File: src/rtl/asm_pkg.sv
// Shared definitions for the program assembler: opcodes, calculator key codes,
// FSM state encoding and the key-code to ALU-opcode decoder.
package asm_pkg;

  localparam logic [3:0] OPC_BRA  = 4'd0;
  localparam logic [3:0] OPC_LD_A = 4'd1;
  localparam logic [3:0] OPC_LD_B = 4'd2;
  localparam logic [3:0] OPC_STR  = 4'd3;
  localparam logic [3:0] OPC_ADD  = 4'd4;
  localparam logic [3:0] OPC_SUB  = 4'd5;
  localparam logic [3:0] OPC_MUL  = 4'd6;
  localparam logic [3:0] OPC_DIV  = 4'd7;
  localparam logic [3:0] OPC_HLT  = 4'd8;
  localparam logic [3:0] OPC_OR   = 4'd9;
  localparam logic [3:0] OPC_AND  = 4'd10;

  localparam logic [7:0] KEY_ADD = 8'd20;
  localparam logic [7:0] KEY_SUB = 8'd21;
  localparam logic [7:0] KEY_MUL = 8'd22;
  localparam logic [7:0] KEY_DIV = 8'd23;
  localparam logic [7:0] KEY_AND = 8'd24;
  localparam logic [7:0] KEY_OR  = 8'd25;

  typedef enum logic [2:0] {IDLE, EMIT, DATA, CLR, FIN} state_t;

  typedef struct packed {
    logic       legal;
    logic [3:0] opc;
  } key_dec_t;

  function automatic key_dec_t key_to_opcode(input logic [7:0] key);
    key_dec_t d;
    d.legal = 1'b1;
    d.opc   = OPC_HLT;
    case (key)
      KEY_ADD: d.opc = OPC_ADD;
      KEY_SUB: d.opc = OPC_SUB;
      KEY_MUL: d.opc = OPC_MUL;
      KEY_DIV: d.opc = OPC_DIV;
      KEY_AND: d.opc = OPC_AND;
      KEY_OR:  d.opc = OPC_OR;
      default: d.legal = 1'b0;
    endcase
    return d;
  endfunction

endpackage

File: src/rtl/asm_word_rom.sv
// Combinational lookup of the RAM address and word written in each
// program/data/clear step of the assembler sequence.
module asm_word_rom
  import asm_pkg::*;
#(
  parameter int OPC_W     = 4,
  parameter int ADDR_W    = 12,
  parameter int DATA_W    = 8,
  parameter int PROG_BASE = 0,
  parameter int OP_A_ADDR = 9,
  parameter int OP_B_ADDR = 10,
  parameter int RES_ADDR  = 15
) (
  input  state_t                  state,
  input  logic [2:0]              idx,
  input  logic [OPC_W-1:0]        alu_opcode,
  input  logic [DATA_W-1:0]       operand_a,
  input  logic [DATA_W-1:0]       operand_b,
  output logic [ADDR_W-1:0]       addr,
  output logic [OPC_W+ADDR_W-1:0] word
);

  localparam int IW = OPC_W + ADDR_W;

  function automatic logic [IW-1:0] instr(input logic [OPC_W-1:0] opc,
                                          input logic [ADDR_W-1:0] fld);
    return {opc, fld};
  endfunction

  always_comb begin
    addr = '0;
    word = '0;
    case (state)
      EMIT: begin
        // Program addresses wrap naturally in the ADDR_W-bit adder.
        addr = ADDR_W'(PROG_BASE) + ADDR_W'(idx);
        case (idx)
          3'd0:    word = instr(OPC_W'(OPC_LD_A), ADDR_W'(OP_A_ADDR));
          3'd1:    word = instr(OPC_W'(OPC_LD_B), ADDR_W'(OP_B_ADDR));
          3'd2:    word = instr(alu_opcode, '0);
          3'd3:    word = instr(OPC_W'(OPC_STR), ADDR_W'(RES_ADDR));
          default: word = instr(OPC_W'(OPC_HLT), '0);
        endcase
      end
      DATA: begin
        if (idx == 3'd0) begin
          addr = ADDR_W'(OP_A_ADDR);
          word = IW'(operand_a);
        end else begin
          addr = ADDR_W'(OP_B_ADDR);
          word = IW'(operand_b);
        end
      end
      CLR: begin
        addr = ADDR_W'(RES_ADDR);
        word = '0;
      end
      default: ;
    endcase
  end

endmodule

File: src/rtl/program_assembler.sv
// Writes a five-instruction program plus two operand words into the shared RAM
// for one calculator operation. Define ASM_CLEAR_RESULT_EN to also zero the result word.
module program_assembler
  import asm_pkg::*;
#(
  parameter int OPC_W     = 4,
  parameter int ADDR_W    = 12,
  parameter int DATA_W    = 8,
  parameter int PROG_BASE = 0,
  parameter int OP_A_ADDR = 9,
  parameter int OP_B_ADDR = 10,
  parameter int RES_ADDR  = 15
) (
  input  logic                    clock,
  input  logic                    reset_n,
  input  logic                    start,
  input  logic [DATA_W-1:0]       operand_1,
  input  logic [DATA_W-1:0]       operand_2,
  input  logic [7:0]              operator,
  input  logic                    mem_ready,
  output logic                    mem_wr_en,
  output logic [ADDR_W-1:0]       mem_addr,
  output logic [OPC_W+ADDR_W-1:0] mem_wr_data,
  output logic [OPC_W-1:0]        alu_opcode,
  output logic                    busy,
  output logic                    done,
  output logic                    error
);

  state_t                  state, state_n;
  logic [2:0]              idx, idx_n;
  logic [OPC_W-1:0]        opc_n;
  logic [DATA_W-1:0]       opa, opb, opa_n, opb_n;
  logic                    err_n;
  logic                    wr_done;
  key_dec_t                dec;
  logic [ADDR_W-1:0]       rom_addr;
  logic [OPC_W+ADDR_W-1:0] rom_word;

  assign wr_done = mem_wr_en & mem_ready;

  always_comb begin
    state_n = state;
    idx_n   = idx;
    opc_n   = alu_opcode;
    opa_n   = opa;
    opb_n   = opb;
    err_n   = 1'b0;
    dec     = key_to_opcode(operator);
    case (state)
      IDLE: begin
        if (start) begin
          if (dec.legal) begin
            opc_n   = OPC_W'(dec.opc);
            opa_n   = operand_1;
            opb_n   = operand_2;
            idx_n   = '0;
            state_n = EMIT;
          end else begin
            err_n = 1'b1;
          end
        end
      end
      EMIT: begin
        if (wr_done) begin
          if (idx == 3'd4) begin
            idx_n   = '0;
            state_n = DATA;
          end else begin
            idx_n = idx + 3'd1;
          end
        end
      end
      DATA: begin
        if (wr_done) begin
          if (idx == 3'd1) begin
            idx_n = '0;
`ifdef ASM_CLEAR_RESULT_EN
            state_n = CLR;
`else
            state_n = FIN;
`endif
          end else begin
            idx_n = idx + 3'd1;
          end
        end
      end
      CLR: begin
        if (wr_done) state_n = FIN;
      end
      FIN:     state_n = IDLE;
      default: state_n = IDLE;
    endcase
  end

  // Look up the word for the step being entered so every output is a register.
  asm_word_rom #(
    .OPC_W(OPC_W), .ADDR_W(ADDR_W), .DATA_W(DATA_W), .PROG_BASE(PROG_BASE),
    .OP_A_ADDR(OP_A_ADDR), .OP_B_ADDR(OP_B_ADDR), .RES_ADDR(RES_ADDR)
  ) u_rom (
    .state     (state_n),
    .idx       (idx_n),
    .alu_opcode(opc_n),
    .operand_a (opa_n),
    .operand_b (opb_n),
    .addr      (rom_addr),
    .word      (rom_word)
  );

  always_ff @(posedge clock) begin
    if (!reset_n) begin
      state       <= IDLE;
      idx         <= '0;
      alu_opcode  <= '0;
      mem_wr_en   <= 1'b0;
      mem_addr    <= '0;
      mem_wr_data <= '0;
      busy        <= 1'b0;
      done        <= 1'b0;
      error       <= 1'b0;
    end else begin
      state       <= state_n;
      idx         <= idx_n;
      alu_opcode  <= opc_n;
      mem_wr_en   <= (state_n == EMIT) || (state_n == DATA) || (state_n == CLR);
      mem_addr    <= rom_addr;
      mem_wr_data <= rom_word;
      busy        <= (state_n != IDLE);
      done        <= (state_n == FIN);
      error       <= err_n;
    end
  end

  always_ff @(posedge clock) begin
    opa <= opa_n;
    opb <= opb_n;
  end

endmodule
File: config.mk
export PLATFORM = sky130hd
export DESIGN_NAME = program_assembler
export DESIGN_NICKNAME = d
export VERILOG_FILES = /design/src/rtl/asm_pkg.sv /design/src/rtl/asm_word_rom.sv /design/src/rtl/program_assembler.sv
export SDC_FILE = /design/constraint.sdc
export NUM_CORES = 1
export LEC_CHECK = 0
export BUFFER_PORTS_ARGS = -buffer_cell sky130_fd_sc_hd__buf_2
export CORE_ASPECT_RATIO = 1.75
export CORE_MARGIN = 4
export CORE_UTILIZATION = 31
export DETAILED_ROUTE_END_ITERATION = 10
export SLEW_MARGIN = 15
export SYNTH_ARGS = -nofsm -noshare
export SYNTH_HDL_FRONTEND = slang
export SYNTH_SLANG_ARGS = --single-unit
export TNS_END_PERCENT = 20
File: constraint.sdc
create_clock -name clock -period 3.1 [get_ports clock]
set_clock_uncertainty 0.15 [all_clocks]
set_input_delay 0.31 -clock clock [delete_from_list [all_inputs] [get_ports clock]]
set_output_delay 0.31 -clock clock [all_outputs]
set_load 0.1 [all_outputs]
==> results <==
- At the pin with the least slew margin, the transition time is 0.6754 ns.
- The number of global-route vias before repair is 1,754.
- The number of antenna violations at the first check in global routing is 0.
- The startpoint identified for the worst hold timing path is operand_1[0].
- The initial core utilization is 0.3213.
- Of the available clock period, the critical path in the final layout requires 0.8372.
- The final standard cell count with taps included and fillers excluded is 347.
- The maximum number of pins on one net before global-route repair is 21.
- After clock tree synthesis, the clock-pin slew on the worst setup and hold paths is 0.06 ns.
- The hold-critical path depth is 2.
- In the synthesized netlist the dominant register cell turns out to be sky130_fd_sc_hd__dfxtp_1.
- For the worst flop-to-flop path, the logic depth is 8.
- The sequential area share after synthesis is 0.4384.
- The average instance in the mapped netlist occupies 9.956 um2.
- The power density of the placed cells is 518.0 nW/um2.
- The kind of critical path is register to register.
- Using the TritonRoute via totals, the vias-per-cell ratio works out to 4.928.
- The number of I/O port buffers is 51.
- The clock sink count is 46.
- Synthesis produced a netlist whose cell count is 211.
- The number of hold violations in the final report is 0.
- 0 antenna diodes ended up in the layout.
- Buffers added to address setup during post-CTS repair amount to 0.
- The number of max-capacitance violations reported is 0.
- The post-synth design cell area is 2101 um2.
- After the first detailed-routing iteration, the DRC count stood at 59.
- The later pin in the worst-skew pair is clocked with a latency of 0.29 ns.
- In this run the critical register-to-register path is captured at mem_wr_data[3].
- The path with the worst hold slack has its endpoint at opa[0].
- The worst flop-to-flop path startpoint is idx[1].
- The final max-slew violation count came to 0.
- The placement-stage cell area is 2397 um2.
- The worst slew margin relative to its limit is 0.5459.
- Yosys printed 0 warnings.
- The achievable frequency is 385.3 MHz.
- The minimum period implied by the final worst setup slack is 2.595 ns.
- After synthesis, the share of flip-flops with an asynchronous set or reset is 0.
- Summing over every cut layer, the via total after detailed routing is 1,710.
- Counting distinct cell types in the post-synthesis netlist gives 54.
- The critical path required time is 3.15 ns.
- The die is 70.23 um wide.
- The die covers 8210 um2.
- The data arrival at the endpoint of the critical path is 2.64 ns.
- The number of design rule violations left after detail routing is 0.
- Gates resized during post-CTS repair numbered 0.
- The first global-routing pass estimated 8.224 mm of wire.
- The type of destination of the critical path is a register.
- The maximum number of buffers from clock root to sink is 2.
- The placeable core region is 6539 um2.
- The static leakage power is 0.001171 uW.
- The I/O pin count is 64.
- In the global route stage, overall resource usage came out at 0.1311.
- The first detailed-routing pass ran for 5 iterations.
- The worst register-to-register path has a setup slack of 0.50 ns.
- The final setup violation count is 0.
- Counting flops and latches in the post-synthesis netlist gives 46.
- The vertical die dimension is 116.9 um.
- The TritonCTS clock tree is built.
- The number of buffers created by CTS is 5.
- The critical path launch point type is a register.
- The count of nets after finishing is 297.
- The H-tree depth is 2.
- For this block, the routed nets add up to 5.256 mm of wire.
- The number of routed nets with antenna violations is 0.
- The worst hold path belongs to the class primary input to register.
- Setup repair after global routing left no endpoint under its margin.
- In this run, synthesis inferred 0 flip-flops with an integrated enable.
- After clock tree synthesis, the flow added hold-fix buffers numbering 0.
- The finished cells cover 2534 um2.
- The worst IR drop on VDD is 0.0003403 V.
- The weighted congestion reported at the end of routability-driven placement is 0.8962.
- The root buffer cell chosen for the clock tree is sky130_fd_sc_hd__clkbuf_16.
- The routed length per instance is 15.15 um.
- In this run, placement finished with an instance count of 340.
- After global routing the overflow that remains totals 0.
- The run finished with clean final reports.
- Detailed placement ended at an HPWL of 4.206 mm.
- The critical-path maximum fanout is 7.
- The setup total negative slack is 0 ns.
- The floorplan has 39 rows.
- The share of post-route cells with drive strength above 1 is 0.3208.
- The area growth from synthesis to layout is 20.61%.
-- report_power, final --
group / total [uW] / internal (uW) / switching (uW)
registers: 640 / 630 / 9.72
clock network: 512 / 294 / 217
logic: 161 / 51.7 / 109
-- layout make-up --
class | instances | area [um2]
timing repair buffer | 56 | 292.8
multi-input combinational | 147 | 1047
clock buffer | 6 | 128.9
inverter | 9 | 33.78
fill | 696 | 4005
tap | 82 | 102.6
clock inverter | 1 | 7.507
sequential | 46 | 920.9
-- cell usage after synthesis, types with 2 or more instances --
cell                         n  area, um2
sky130_fd_sc_hd__dfxtp_1    46      920.9
sky130_fd_sc_hd__mux2_2     16      180.2
sky130_fd_sc_hd__nand2_1    15      56.30
sky130_fd_sc_hd__nor2_1     15      56.30
sky130_fd_sc_hd__buf_4      14      105.1
sky130_fd_sc_hd__a21oi_1     9      45.04
sky130_fd_sc_hd__inv_1       9      33.78
sky130_fd_sc_hd__nor2b_1     6      37.54
sky130_fd_sc_hd__and2_1      5      31.28
sky130_fd_sc_hd__o21ai_0     5      25.02
sky130_fd_sc_hd__buf_2       4      20.02
sky130_fd_sc_hd__ha_1        4      50.05
sky130_fd_sc_hd__mux2i_1     4      40.04
sky130_fd_sc_hd__nor3_1      4      20.02
sky130_fd_sc_hd__o2bb2ai_1   4      35.03
sky130_fd_sc_hd__a21boi_0    3      22.52
sky130_fd_sc_hd__and3_1      3      18.77
sky130_fd_sc_hd__a211o_1     2      17.52
sky130_fd_sc_hd__a22o_1      2      17.52
sky130_fd_sc_hd__a31oi_1     2      12.51
sky130_fd_sc_hd__nand2b_1    2      12.51
sky130_fd_sc_hd__nand3_1     2      10.01
sky130_fd_sc_hd__nand4_1     2      12.51
sky130_fd_sc_hd__o2111a_1    2      22.52
sky130_fd_sc_hd__o32ai_1     2      17.52
-- metal layers --
metal,vias up,global-route usage,routed length (um)
met4,0,0.08824,208
li1,836,-,-
met1,803,0.1110,1786
met2,59,0.2616,2960
met3,12,0.03248,301
met5,-,0,0
-- through the flow --
stage / hold slack [ns] / total power [uW] / utilization / setup slack [ns]
6_report: 0.1005 / 1312 / 0.3875 / 0.5048
3_5_place_dp: 0.3105 / 815.3 / 0.3666 / 0.5430
4_1_cts: 0.09756 / 1326 / 0.3875 / 0.4924
3_3_place_gp: 0.3054 / 812.4 / 0.3666 / 0.4895
2_1_floorplan: 0.2604 / 793.1 / - / 0.4048
5_1_grt: 0.1059 / 1356 / 0.3875 / 0.2862
-- logic make-up after synthesis --
logic type | after synthesis | share of synthesized area
fa+ha+maj | 4 | 0.02382
simple gates | 62 | 0.1626
compound gates | 49 | 0.1858
flops | 46 | 0.4384
mux | 20 | 0.1048
buf+inv | 29 | 0.08278
other cells | 1 | 0.001785
-- layout by cell type, fill, tap and decap left out, types with 3 or more instances in the layout --
cell and instances:
sky130_fd_sc_hd__buf_2 51, sky130_fd_sc_hd__dfxtp_1 46, sky130_fd_sc_hd__mux2_2 16, sky130_fd_sc_hd__nand2_1 15, sky130_fd_sc_hd__nor2_1 15, sky130_fd_sc_hd__conb_1 12
sky130_fd_sc_hd__inv_1 9, sky130_fd_sc_hd__a21oi_1 9, sky130_fd_sc_hd__nor2b_1 6, sky130_fd_sc_hd__o21ai_0 5, sky130_fd_sc_hd__and2_1 5, sky130_fd_sc_hd__clkbuf_16 5
sky130_fd_sc_hd__buf_4 5, sky130_fd_sc_hd__o2bb2ai_1 4, sky130_fd_sc_hd__nor3_1 4, sky130_fd_sc_hd__mux2i_1 4, sky130_fd_sc_hd__ha_1 4, sky130_fd_sc_hd__and3_1 3
sky130_fd_sc_hd__a21boi_0 3
-- worst max path at each step --
stage / from / to / cells past startpoint
global route: idx[1] / mem_wr_data[3] / 8
detailed placement: idx[1] / mem_wr_data[3] / 8
CTS: idx[1] / mem_wr_data[3] / 8
finish: idx[1] / mem_wr_data[3] / 8
global placement: idx[1] / mem_wr_data[3] / 8
floorplan: mem_wr_en / mem_wr_data[4] / 6
-- critical path: stages, from the launching register on --
cell and delay (ns):
sky130_fd_sc_hd__dfxtp_1 0.38, sky130_fd_sc_hd__inv_1 0.08, sky130_fd_sc_hd__ha_1 0.19, sky130_fd_sc_hd__nor2b_1 0.19, sky130_fd_sc_hd__a31o_1 0.25, sky130_fd_sc_hd__a21oi_1 0.40, sky130_fd_sc_hd__nand2_1 0.30, sky130_fd_sc_hd__a21o_1 0.30
sky130_fd_sc_hd__o32ai_1 0.27
-- state kept, by name (all words and copies together) (netlist names) --
name and cells:
mem_wr_en 1, mem_wr_data 12, idx 3, opb 8, done 1, state 3, error 1, busy 1
opa 8, alu_opcode 4, mem_addr 4
(Power assumes the default switching activity.)
